[src/rtl/key3_coeff_loader.sv]
// key3_coeff_loader: shadow coefficient bank plus a streaming FSM that feeds
// the key3 pulse FIR filter one coefficient per clock on filter_coeff/coeff_load.
// The bank is writable only while no load is running, so a load always streams
// a consistent coefficient set without needing a snapshot copy.
module key3_coeff_loader #(
  parameter int NUM_TAPS = 8,
  parameter int COEFF_W  = 16,
  parameter int IDX_W    = $clog2(NUM_TAPS)
) (
  input  logic                               clk_20m,
  input  logic                               rst_n,
  input  logic                               cfg_we,
  input  logic        [IDX_W-1:0]            cfg_addr,
  input  logic signed [COEFF_W-1:0]          cfg_data,
  input  logic                               start,
  input  logic                               abort,
  output logic signed [COEFF_W-1:0]          filter_coeff,
  output logic                               coeff_load,
  output logic        [IDX_W-1:0]            tap_idx,
  output logic                               busy,
  output logic                               done,
  output logic                               aborted,
  output logic                               cfg_err,
  output logic signed [COEFF_W+IDX_W-1:0]    coeff_sum
);

  localparam int SUM_W = COEFF_W + IDX_W;
  localparam logic [IDX_W-1:0] LAST_IDX = IDX_W'(NUM_TAPS - 1);

  typedef enum logic [1:0] {
    IDLE,
    LOAD,
    DONE
  } state_t;

  state_t                     state;
  logic signed [COEFF_W-1:0]  bank [NUM_TAPS];
  logic signed [SUM_W-1:0]    run_sum;

  logic                       bank_wr;
  logic signed [COEFF_W-1:0]  first_coeff;
  logic        [IDX_W-1:0]    next_idx;
  logic signed [COEFF_W-1:0]  next_coeff;

  // Sign-extend a coefficient to the accumulator width.
  function automatic logic signed [SUM_W-1:0] sext(input logic signed [COEFF_W-1:0] v);
    return {{IDX_W{v[COEFF_W-1]}}, v};
  endfunction

  // A write is accepted only outside a load. Tap 0 is forwarded from the write
  // port so a write issued together with start is the value that gets streamed.
  always_comb begin
    bank_wr     = cfg_we && !busy;
    first_coeff = (bank_wr && (cfg_addr == '0)) ? cfg_data : bank[0];
    next_idx    = tap_idx + IDX_W'(1);
    next_coeff  = bank[next_idx];
  end

  // Shadow bank: every entry resets to +1, host writes land while idle.
  always_ff @(posedge clk_20m) begin
    if (!rst_n) begin
      for (int i = 0; i < NUM_TAPS; i++) begin
        bank[i] <= COEFF_W'(1);
      end
    end else if (bank_wr) begin
      bank[cfg_addr] <= cfg_data;
    end
  end

  // Load FSM: all outputs registered; the output registers hold the tap being shown.
  always_ff @(posedge clk_20m) begin
    if (!rst_n) begin
      state        <= IDLE;
      filter_coeff <= '0;
      coeff_load   <= 1'b0;
      tap_idx      <= '0;
      busy         <= 1'b0;
      done         <= 1'b0;
      aborted      <= 1'b0;
      cfg_err      <= 1'b0;
      coeff_sum    <= '0;
      run_sum      <= '0;
    end else begin
      done    <= 1'b0;
      aborted <= 1'b0;
      if (cfg_we && busy) begin
        cfg_err <= 1'b1;
      end
      case (state)
        IDLE, DONE: begin
          if (start) begin
            state        <= LOAD;
            cfg_err      <= 1'b0;
            busy         <= 1'b1;
            coeff_load   <= 1'b1;
            tap_idx      <= '0;
            filter_coeff <= first_coeff;
            run_sum      <= sext(first_coeff);
          end else begin
            state <= IDLE;
          end
        end
        LOAD: begin
          if (abort) begin
            state        <= IDLE;
            busy         <= 1'b0;
            coeff_load   <= 1'b0;
            tap_idx      <= '0;
            filter_coeff <= '0;
            aborted      <= 1'b1;
          end else if (tap_idx == LAST_IDX) begin
            state        <= DONE;
            busy         <= 1'b0;
            coeff_load   <= 1'b0;
            tap_idx      <= '0;
            filter_coeff <= '0;
            done         <= 1'b1;
            coeff_sum    <= run_sum;
          end else begin
            tap_idx      <= next_idx;
            filter_coeff <= next_coeff;
            run_sum      <= run_sum + sext(next_coeff);
          end
        end
        default: begin
          state <= IDLE;
        end
      endcase
    end
  end

endmodule

[config.mk]
export PLATFORM = sky130hd
export DESIGN_NAME = key3_coeff_loader
export DESIGN_NICKNAME = d
export VERILOG_FILES = /design/src/rtl/key3_coeff_loader.sv
export SDC_FILE = /design/constraint.sdc
export NUM_CORES = 1
export LEC_CHECK = 0
export ABC_CLOCK_PERIOD_IN_PS = 3700
export BUFFER_PORTS_ARGS = -buffer_cell sky130_fd_sc_hd__buf_2
export CAP_MARGIN = 20
export CORE_MARGIN = 4
export CORE_UTILIZATION = 54
export CTS_BUF_LIST = sky130_fd_sc_hd__clkbuf_16
export DETAILED_ROUTE_END_ITERATION = 12
export GPL_ROUTABILITY_DRIVEN = 0
export GPL_TIMING_DRIVEN = 0
export MAX_ROUTING_LAYER = met4
export PLACE_DENSITY = 0.85
export SYNTH_ARGS = -nofsm -noshare
export SYNTH_HDL_FRONTEND = slang
export SYNTH_SLANG_ARGS = --single-unit
[constraint.sdc]
create_clock -name clk_20m -period 3.7 [get_ports clk_20m]
set_input_delay 0.185 -clock clk_20m [delete_from_list [all_inputs] [get_ports clk_20m]]
set_output_delay 0.185 -clock clk_20m [all_outputs]
set_load 0.1 [all_outputs]
==> flow_metrics.env, run 1 <==
export IMPL_ios=67
export IMPL_final_util_pct=62.5
export IMPL_hold_viol=0
export IMPL_fin_crit_ns=3.60
export IMPL_yosys_top_cells_area="edfxtp_1 40%, dfxtp_1 13%, and2_1 8.1%"
export IMPL_cts_clk_slew_worst_paths_ns=0.07
export IMPL_layout_commonest_cell="edfxtp_1"
export IMPL_cts_buffers=17
export IMPL_crit_type="flip-flop to flip-flop"
export IMPL_hold_ws_ns=0.0457
export IMPL_vias=6987
export IMPL_synthArstFlopShare_pct=0
export IMPL_finalClockSkew_ns=0.0105
export IMPL_h_tree_depth=4
export IMPL_status="completed"
export IMPL_yosysUniqueCellTypes=73
export IMPL_syn_nets=860
export IMPL_synth_ff_type="edfxtp_1"
export IMPL_root_buffer="clkbuf_16"
export IMPL_yosysSeqAreaShare_pct=53.5
export IMPL_die_h_um=141
export IMPL_slew_headroom_pct=28.1
export IMPL_power_uw=5000
export IMPL_drc=0
export IMPL_ys_seq_elements=191
export IMPL_grt_pass1_vias=6899
export IMPL_first_iter_violations=845
export IMPL_p_leak_uw=0.00400
export IMPL_antenna_found_initial=0
export IMPL_cpMaxStageDelayCell="dfxtp_4"
export IMPL_yosys_area_top_type_share_pct=40.3
export IMPL_finalNetCount=944
export IMPL_setup_viol=0
export IMPL_drv_cap=0
export IMPL_powerDensity_nw_per_um2=462
export IMPL_via_per_inst=6.15
export IMPL_area_delta_synth_final_pct=13.4
export IMPL_drt_wl_total_um=24700
export IMPL_start_kind="flip-flop"
export IMPL_yosys_warnings=0
export IMPL_cp_max_fo=10
export IMPL_path_cells="ha_1, clkbuf_4, buf_6, mux4_2, mux2_2, ha_2, and4_1, and3_1, a211o_1, mux2i_1, o31a_1, o221a_1"
export IMPL_diodes=0
export IMPL_clock_latency_ns=0.44
export IMPL_routedWlPerCell_um=21.7
export IMPL_synth_cells=815
export IMPL_dp_hpwl_um=17400
export IMPL_max_stage_delay_ns=0.37
export IMPL_syn_area_um2=9540
export IMPL_slew_viol_final=0
export IMPL_critical_path_required_ns=4.03
export IMPL_cts_sinks=191
export IMPL_firstDrtPassIters=5
export IMPL_max_slew_worst_pin_slew_ns=1.07
export IMPL_start_util_pct=55.1
export IMPL_cts_tree="done"
export IMPL_ir_drop_mv=0.404
export IMPL_grt_max_degree=18
export IMPL_hold_path_class="input pin to flip-flop"
export IMPL_avgSynthCellArea_um2=11.7
export IMPL_die_x_um=141
export IMPL_grt_usage_pct=25.9
export IMPL_synth_edf_count=128
export IMPL_clock_fmax_mhz=278
export IMPL_row_count=48
export IMPL_port_buffers=66
export IMPL_cp_top_family="compound AO/OA/AOI/OAI gates"
export IMPL_cp_num_buf_inv=2
export IMPL_place_inst=1106
export IMPL_final_cell_mix="128 x edfxtp_1, 123 x and2_1, 70 x buf_2, 62 x nand2_1"
export IMPL_coreArea_um2=17300
export IMPL_cts_buffer_depth=2
export IMPL_ant_nets=0
export IMPL_cp_data_arrival_time_ns=3.92
export IMPL_yosysTopAreaCell="edfxtp_1"
export IMPL_grt_ovfl_total=0
export IMPL_layoutNonFillerInstCount=1137
export IMPL_die_area_um2=19800
export IMPL_cp_end_kind="flip-flop"
export IMPL_fin_crit_sh_pct=97.2
export IMPL_grt_pass1_wl_um=37800
export IMPL_layout_drive_gt1_share_pct=21.7
export IMPL_tns_ns=0
export IMPL_fillers=1324
[path summary, 6_finish.rpt]
check / endpoint / depth (start not counted) / startpoint / slack, ns
worst max register to register: run_sum[15] / 12 / tap_idx[0] / 0.10
worst min register to register: coeff_sum[8] / 2 / coeff_sum[8] / 0.45
worst max-delay path: run_sum[15] / 12 / tap_idx[0] / 0.10
worst min-delay path: cfg_err / 3 / cfg_we / 0.05
[logic make-up (layout without fill, tap and decap cells)]
group	count (synthesis)	after routing	share of synthesized area (%)
and+or+nand+nor	310	310	17.6
DFF	191	191	53.5
AOI/OAI and AO/OA	165	165	11.0
muxes	66	66	11.3
buffers and inverters	55	152	3.06
adders and majority gates	21	21	2.83
xor gates and xnor gates	7	7	0.643
[report_power, final]
part           internal, uW  leakage (uW)  total [uW]  switching (uW)
logic                   274       0.00193         841             567
registers              2380       0.00180        2440            58.6
clock network           872      0.000275        1720             849
[routing by layer]
metal / routed length (um) / vias up / track usage (%)
li1: - / 3173 / -
met1: 9620 / 3359 / 32.9
met2: 12000 / 405 / 40.7
met3: 2320 / 50 / 6.07
met4: 710 / 0 / 9.84
met5: 0 / - / -
[worst register-to-register path, stage by stage (launching register included)]
cell and delay (ns):
dfxtp_4 0.37, ha_1 0.27, clkbuf_4 0.21, buf_6 0.19, mux4_2 0.35, mux2_2 0.32
ha_2 0.34, and4_1 0.27, and3_1 0.19, a211o_1 0.32, mux2i_1 0.14, o31a_1 0.32
o221a_1 0.21
[through the flow]
step	worst slack, ns	area [um2]
4_1_cts	0.00647	10700
3_3_place_gp	-0.308	10200
6_report	0.103	10800
2_1_floorplan	0.0432	9550
5_1_grt	-0.00392	10800
3_5_place_dp	-0.399	10200
[registers in the layout, indices dropped and copies added (netlist names)]
signal / flops
done: 1
bank: 128
aborted: 1
run_sum: 19
cfg_err: 1
busy: 1
tap_idx: 3
state: 2
coeff_sum: 19
filter_coeff: 16
[cell type report]
type	count	area, um2	area share (%)
buffer	46	314	2.90
clock buffer	17	425	3.93
clock inverter	15	115	1.06
inverter	8	30.0	0.278
multi-input combinational	569	4210	38.9
sequential	191	5110	47.3
tap	225	282	2.60
timing repair buffer	66	330	3.05
[synthesized netlist by cell type, types with 4 or more instances]
cell / count
a211oi_1: 12
a21o_1: 5
a21oi_1: 60
and2_1: 123
and3_1: 4
buf_2: 8
buf_4: 4
buf_6: 4
clkbuf_1: 25
dfxtp_1: 63
edfxtp_1: 128
ha_1: 20
inv_1: 7
mux2_2: 14
mux2i_1: 20
mux4_2: 32
nand2_1: 62
nand2b_1: 10
nand3_1: 9
nor2_1: 60
nor3_1: 7
o211ai_1: 12
o21ai_0: 23
o21ai_1: 15
or3_1: 8
xnor2_1: 5
[timing repair]
item                                    CTS  global route
gates resized for setup                  11            19
endpoints found under the hold margin     0             0
endpoints found under the setup margin   12             5
setup buffers                             0             0
cloned                                    0             0
hold buffers                              0             0
pin swaps                                 0             0
Power figures use the tool's default switching activity.
==> run 2, diff against run 1 <==
--- a/config.mk
+++ b/config.mk
@@ -8,14 +8,16 @@
 export ABC_CLOCK_PERIOD_IN_PS = 3700
 export BUFFER_PORTS_ARGS = -buffer_cell sky130_fd_sc_hd__buf_2
 export CAP_MARGIN = 20
+export CELL_PAD_IN_SITES_DETAIL_PLACEMENT = 1
+export CELL_PAD_IN_SITES_GLOBAL_PLACEMENT = 1
 export CORE_MARGIN = 4
-export CORE_UTILIZATION = 54
+export CORE_UTILIZATION = 44
 export CTS_BUF_LIST = sky130_fd_sc_hd__clkbuf_16
 export DETAILED_ROUTE_END_ITERATION = 12
 export GPL_ROUTABILITY_DRIVEN = 0
 export GPL_TIMING_DRIVEN = 0
 export MAX_ROUTING_LAYER = met4
-export PLACE_DENSITY = 0.85
+export PLACE_DENSITY = 0.86
 export SYNTH_ARGS = -nofsm -noshare
 export SYNTH_HDL_FRONTEND = slang
 export SYNTH_SLANG_ARGS = --single-unit
==> flow_metrics.env, run 2 (same netlist as run 1, synthesis figures left out) <==
export IMPL_status="completed"
export IMPL_h_tree_depth=4
export IMPL_grt_usage_pct=24.8
export IMPL_cpMaxStageDelayCell="ha_2"
export IMPL_cts_buffers=17
export IMPL_cp_data_arrival_time_ns=4.02
export IMPL_fin_crit_sh_pct=98.3
export IMPL_cts_sinks=191
export IMPL_grt_max_degree=18
export IMPL_row_count=53
export IMPL_r2r_end="run_sum[16]"
export IMPL_cp_end_kind="flip-flop"
export IMPL_layout_commonest_cell="edfxtp_1"
export IMPL_drc=0
export IMPL_die_h_um=155
export IMPL_r2r_slack_ns=0.06
export IMPL_crit_path_start="tap_idx[0]"
export IMPL_slew_viol_final=0
export IMPL_start_util_pct=45.1
export IMPL_die_area_um2=24100
export IMPL_r2r_start="tap_idx[0]"
export IMPL_routedWlPerCell_um=24.3
export IMPL_grt_pass1_vias=7525
export IMPL_firstDrtPassIters=5
export IMPL_antenna_found_initial=1
export IMPL_critical_path_required_ns=4.08
export IMPL_largest_register_ffs=128
export IMPL_ant_nets=0
export IMPL_p_leak_uw=0.00400
export IMPL_die_x_um=155
export IMPL_drv_cap=0
export IMPL_vias=7065
export IMPL_hold_viol=0
export IMPL_path_cells="ha_1, clkbuf_4, buf_6, mux4_2, mux2_2, ha_2, nand2_2, or3_4, a31oi_4, o2111ai_2, a2111o_1, nand3_1"
export IMPL_drt_wl_total_um=28900
export IMPL_dp_hpwl_um=20600
export IMPL_grt_pass1_wl_um=44000
export IMPL_cp_max_fo=10
export IMPL_layoutNonFillerInstCount=1188
export IMPL_slew_headroom_pct=29.7
export IMPL_coreArea_um2=21200
export IMPL_clock_latency_ns=0.45
export IMPL_grt_ovfl_total=0
export IMPL_area_delta_synth_final_pct=14.6
export IMPL_top_register="bank"
export IMPL_cp_top_family="compound AO/OA/AOI/OAI gates"
export IMPL_crit_type="flip-flop to flip-flop"
export IMPL_crit_cells=12
export IMPL_setup_viol=0
export IMPL_cts_clk_slew_worst_paths_ns=0.07
export IMPL_ff2ff_path_depth=12
export IMPL_cts_tree="done"
export IMPL_cts_setup_buffers=0
export IMPL_cp_num_buf_inv=2
export IMPL_port_buffers=66
export IMPL_place_inst=1158
export IMPL_cts_buffer_depth=2
export IMPL_cts_hold_buf=0
export IMPL_crit_path_end="run_sum[16]"
export IMPL_ir_drop_mv=0.309
export IMPL_first_iter_violations=601
export IMPL_via_per_inst=5.95
export IMPL_powerDensity_nw_per_um2=464
export IMPL_max_stage_delay_ns=0.41
export IMPL_finalNetCount=946
export IMPL_max_slew_worst_pin_slew_ns=1.05
export IMPL_fin_crit_ns=3.64
export IMPL_start_kind="flip-flop"
export IMPL_top_regs="bank (128), coeff_sum (19), run_sum (19)"
export IMPL_root_buffer="clkbuf_16"
export IMPL_layout_drive_gt1_share_pct=22.3
export IMPL_clock_fmax_mhz=275
export IMPL_ios=67
export IMPL_finalClockSkew_ns=0.00985
export IMPL_power_uw=5070
export IMPL_hold_path_class="input pin to flip-flop"
export IMPL_final_cell_mix="128 x edfxtp_1, 123 x and2_1, 70 x buf_2, 62 x nand2_1"
## run 2: cell count changes in the layout (fill, tap and decap cells not counted), sizes merged
| cell | change |
|---|---|
| clkinvlp | +1 |
| inv | +1 |
| clkinv | -4 |
| buf | +2 |
| diode | +1 |
## run 2: what timing repair did
item | in CTS | in global routing
gates resized for setup | 12 | 19
setup endpoints to repair | 12 | 6
endpoints found under the hold margin | 0 | 0
## run 2: where the power goes
part           internal [uW]  switching, uW
Clock                    870            873
Combinational            282            595
Sequential              2380           66.5
## run 2: cell type report
class,instances,area (um2)
Fill cell,2255,10200
Tap cell,275,344
Buffer,46,302
Inverter,8,30.0
Sequential cell,191,5110
Antenna cell,1,2.50
Clock buffer,17,425
Multi-Input combinational cell,569,4250
Clock inverter,13,104
Timing Repair Buffer,68,360
## run 2: per-stage QoR
step / util [%] / setup slack [ns] / instance area (um2) / setup TNS [ns] / hold WS, ns
after CTS: 51.2 / -0.0145 / 10800 / -0.0254 / 0.0514
final: 51.7 / 0.0611 / 10900 / 0 / 0.0527
after detailed placement: 48.6 / -0.429 / 10300 / -2.62 / 0.448
after floorplan: - / 0.0432 / 9550 / 0 / 0.359
after global placement: 48.3 / -0.395 / 10200 / -1.62 / 0.440
after global routing: 51.7 / -0.0272 / 10900 / -0.0303 / 0.0753
## run 2: per-layer routing
metal	vias up	wire, um	share of wire, %	GRT usage [%]
met5	-	0	0	-
met4	0	761	2.6	8.46
met1	3579	11800	41	30.8
li1	3176	-	-	-
met3	56	1720	6.0	4.39
met2	254	14600	51	41.2
## run 2: worst min path at each step
stage	start	endpoint	slack [ns]	cells past startpoint
floorplan	abort	aborted	0.36	2
global placement	coeff_sum[5]	coeff_sum[5]	0.44	2
detailed placement	coeff_sum[6]	coeff_sum[6]	0.45	2
CTS	cfg_we	cfg_err	0.05	3
global route	cfg_we	cfg_err	0.08	3
finish	cfg_we	cfg_err	0.05	3
## run 2: tightest hold or removal path, cell delays in order
cell and delay [ns]:
buf_2 0.09, a21oi_1 0.06, nor3_1 0.12
==> run 3, diff against run 2 <==
--- a/config.mk
+++ b/config.mk
@@ -5,19 +5,21 @@
 export SDC_FILE = /design/constraint.sdc
 export NUM_CORES = 1
 export LEC_CHECK = 0
+export ABC_AREA = 1
 export ABC_CLOCK_PERIOD_IN_PS = 3700
 export BUFFER_PORTS_ARGS = -buffer_cell sky130_fd_sc_hd__buf_2
 export CAP_MARGIN = 20
 export CELL_PAD_IN_SITES_DETAIL_PLACEMENT = 1
 export CELL_PAD_IN_SITES_GLOBAL_PLACEMENT = 1
 export CORE_MARGIN = 4
-export CORE_UTILIZATION = 44
+export CORE_UTILIZATION = 42
 export CTS_BUF_LIST = sky130_fd_sc_hd__clkbuf_16
 export DETAILED_ROUTE_END_ITERATION = 12
 export GPL_ROUTABILITY_DRIVEN = 0
 export GPL_TIMING_DRIVEN = 0
 export MAX_ROUTING_LAYER = met4
 export PLACE_DENSITY = 0.86
+export SLEW_MARGIN = 10
 export SYNTH_ARGS = -nofsm -noshare
 export SYNTH_HDL_FRONTEND = slang
 export SYNTH_SLANG_ARGS = --single-unit
==> flow_metrics.env, run 3 <==
export IMPL_status="completed"
export IMPL_die_x_um=159
export IMPL_whs_path_depth=3
export IMPL_r2r_slack_ns=0.29
export IMPL_syn_area_um2=9600
export IMPL_area_delta_synth_final_pct=13.7
export IMPL_fin_crit_ns=3.41
export IMPL_diodes=0
export IMPL_synth_most_common_cell="nor2_1"
export IMPL_p_leak_uw=0.00484
export IMPL_fillers=2713
export IMPL_final_util_pct=48.4
export IMPL_avgSynthCellArea_um2=8.59
export IMPL_coreArea_um2=22600
export IMPL_synth_cells=1118
export IMPL_firstDrtPassIters=6
export IMPL_cp_end_kind="flip-flop"
export IMPL_setup_viol=0
export IMPL_via_per_inst=5.49
export IMPL_grt_pass1_wl_um=48300
export IMPL_crit_cells=22
export IMPL_max_stage_delay_ns=0.41
export IMPL_top_register="bank"
export IMPL_synth_ff_type="edfxtp_1"
export IMPL_rsz0062_at_grt="false"
export IMPL_yosys_warnings=0
export IMPL_root_buffer="clkbuf_16"
export IMPL_cp_max_fo=10
export IMPL_synthTopCellsByCount="242 x nor2_1, 174 x nand2_1, 128 x edfxtp_1, 112 x o21ai_0, 88 x inv_1"
export IMPL_layout_commonest_cell="nor2_1"
export IMPL_vias=8265
export IMPL_ir_drop_mv=0.293
export IMPL_tns_ns=0
export IMPL_yosysTopAreaCell="edfxtp_1"
export IMPL_layout_drive_gt1_share_pct=16.2
export IMPL_drv_cap=0
export IMPL_row_count=55
export IMPL_ant_nets=0
export IMPL_yosys_area_top_type_share_pct=40.0
export IMPL_yosysUniqueCellTypes=45
export IMPL_slew_viol_final=0
export IMPL_routedWlPerCell_um=20.6
export IMPL_hold_viol=0
export IMPL_ios=67
export IMPL_path_cells="ha_1, buf_4, buf_2, nor2_1, o21ai_0, o21ai_1, nand2_1, nand2_2, ha_1, inv_1, fa_1, inv_2, nand3_1, nand3_2, nand2_1, nand2_2, nand2_1, nand2_1, nor2_1, nor2_1, nand2_1, a21oi_1"
export IMPL_hold_path_class="input pin to flip-flop"
export IMPL_cp_num_buf_inv=4
export IMPL_clock_latency_ns=0.45
export IMPL_port_buffers=66
export IMPL_h_tree_depth=4
export IMPL_antenna_found_initial=0
export IMPL_largest_register_ffs=128
export IMPL_grt_usage_pct=25.2
export IMPL_powerDensity_nw_per_um2=476
export IMPL_finalNetCount=1252
export IMPL_yosysSeqAreaShare_pct=53.2
export IMPL_ys_seq_elements=191
export IMPL_cts_buffers=17
export IMPL_drt_wl_total_um=31000
export IMPL_placed_cell_area_um2=10300
export IMPL_dp_hpwl_um=23300
export IMPL_clock_fmax_mhz=293
export IMPL_drc=0
export IMPL_r2r_end="run_sum[12]"
export IMPL_cpMaxStageDelayCell="fa_1"
export IMPL_hp_start="start"
export IMPL_cts_buffer_depth=2
export IMPL_fin_crit_sh_pct=92.1
export IMPL_r2r_start="tap_idx[0]"
export IMPL_seq_area_um2=5110
export IMPL_crit_type="flip-flop to flip-flop"
export IMPL_final_cell_mix="242 x nor2_1, 173 x nand2_1, 128 x edfxtp_1, 111 x o21ai_0, 88 x inv_1"
export IMPL_cp_data_arrival_time_ns=3.78
export IMPL_multi_input_area_um2=3770
export IMPL_yosys_top_cells_area="edfxtp_1 40%, dfxtp_1 13%, nor2_1 9.5%"
export IMPL_cts_clk_slew_worst_paths_ns=0.07
export IMPL_cts_sinks=191
export IMPL_start_util_pct=42.5
export IMPL_critical_path_required_ns=4.07
export IMPL_syn_nets=1163
export IMPL_slew_headroom_pct=43.1
export IMPL_cpMostUsedCell="nand2_1"
export IMPL_min_to="busy"
export IMPL_die_h_um=159
export IMPL_fin_area_um2=10900
export IMPL_ff2ff_path_depth=22
export IMPL_cts_tree="done"
export IMPL_die_area_um2=25300
export IMPL_finalClockSkew_ns=0.0116
export IMPL_grt_max_degree=20
export IMPL_grt_pass1_vias=8649
export IMPL_first_iter_violations=562
export IMPL_power_uw=5200
export IMPL_synth_edf_count=128
export IMPL_cp_top_family="simple AND/OR/NAND/NOR gates"
export IMPL_start_kind="flip-flop"
export IMPL_grt_ovfl_total=0
export IMPL_synthArstFlopShare_pct=0
export IMPL_max_slew_worst_pin_slew_ns=0.852
export IMPL_top_regs="bank (128), coeff_sum (19), run_sum (19)"
## run 3: changes by cell type in the layout (fill, tap and decap cells not counted), sizes merged, moves of 23 or more
cell / delta
buf: +23
mux4: -32
inv: +87
and2: -123
nor2: +195
nand2: +126
nand3: +24
o21ai: +127
## run 3: logic make-up after synthesis
logic type | synth area share, %
adders and majority gates | 2.81
AOI/OAI and AO/OA | 14.6
DFF | 53.2
buffers and inverters | 7.70
muxes | 0.104
and+or+nand+nor | 21.2
xor gates and xnor gates | 0.456
## run 3: cell type report
class | instances | share of cell area [%]
multi-input cells | 776 | 34.5
plain buffers | 57 | 3.60
clock buffers | 17 | 3.90
flip-flops and latches | 191 | 46.8
repair buffers | 70 | 3.35
inverters | 94 | 3.29
clock inverters | 15 | 1.31
well taps | 285 | 3.27
## run 3: report_power, final
part | total (uW) | internal, uW | switching [uW]
logic | 941 | 245 | 697
clock network | 1840 | 898 | 938
registers | 2420 | 2370 | 52.3
## run 3: tightest hold or removal path, cell delays in order
cell	delay, ns
buf_2	0.11
a21oi_1	0.14
a211oi_1	0.05
## run 3: how the worst max path moves through the flow
stage | start | endpoint | slack, ns
after floorplan | tap_idx[0] | run_sum[12] | 0.21
after global placement | tap_idx[0] | run_sum[12] | 0.22
after detailed placement | tap_idx[0] | run_sum[12] | -0.003
after CTS | tap_idx[0] | run_sum[12] | 0.02
after global routing | tap_idx[0] | run_sum[12] | 0.03
final | tap_idx[0] | run_sum[12] | 0.29
## run 3: per-layer routing
metal  track usage [%]  part of all wire [%]  up-vias
met5                 -                     0        -
met4              9.15                   3.5        0
met3              4.40                   4.9       66
met2              44.7                    52      239
met1              28.7                    40     4058
li1                  -                     -     3902
## run 3: timing repair
action | CTS | global route
pin swaps | 0 | 0
hold endpoints to repair | 2 | 0
gates cloned | 0 | 0
endpoints found under the setup margin | 1 | 6
buffers inserted | 0 | 2
hold buffers | 2 | 0
resized for setup | 2 | 10
## run 3: per-stage QoR
step	hold WS (ns)	worst slack [ns]	cells
2_1_floorplan	0.304	0.207	1118
3_3_place_gp	0.436	0.221	1469
3_5_place_dp	0.449	-0.00256	1469
4_1_cts	0.0690	0.0155	1503
5_1_grt	0.0957	0.0260	1505
6_report	0.0785	0.291	1505
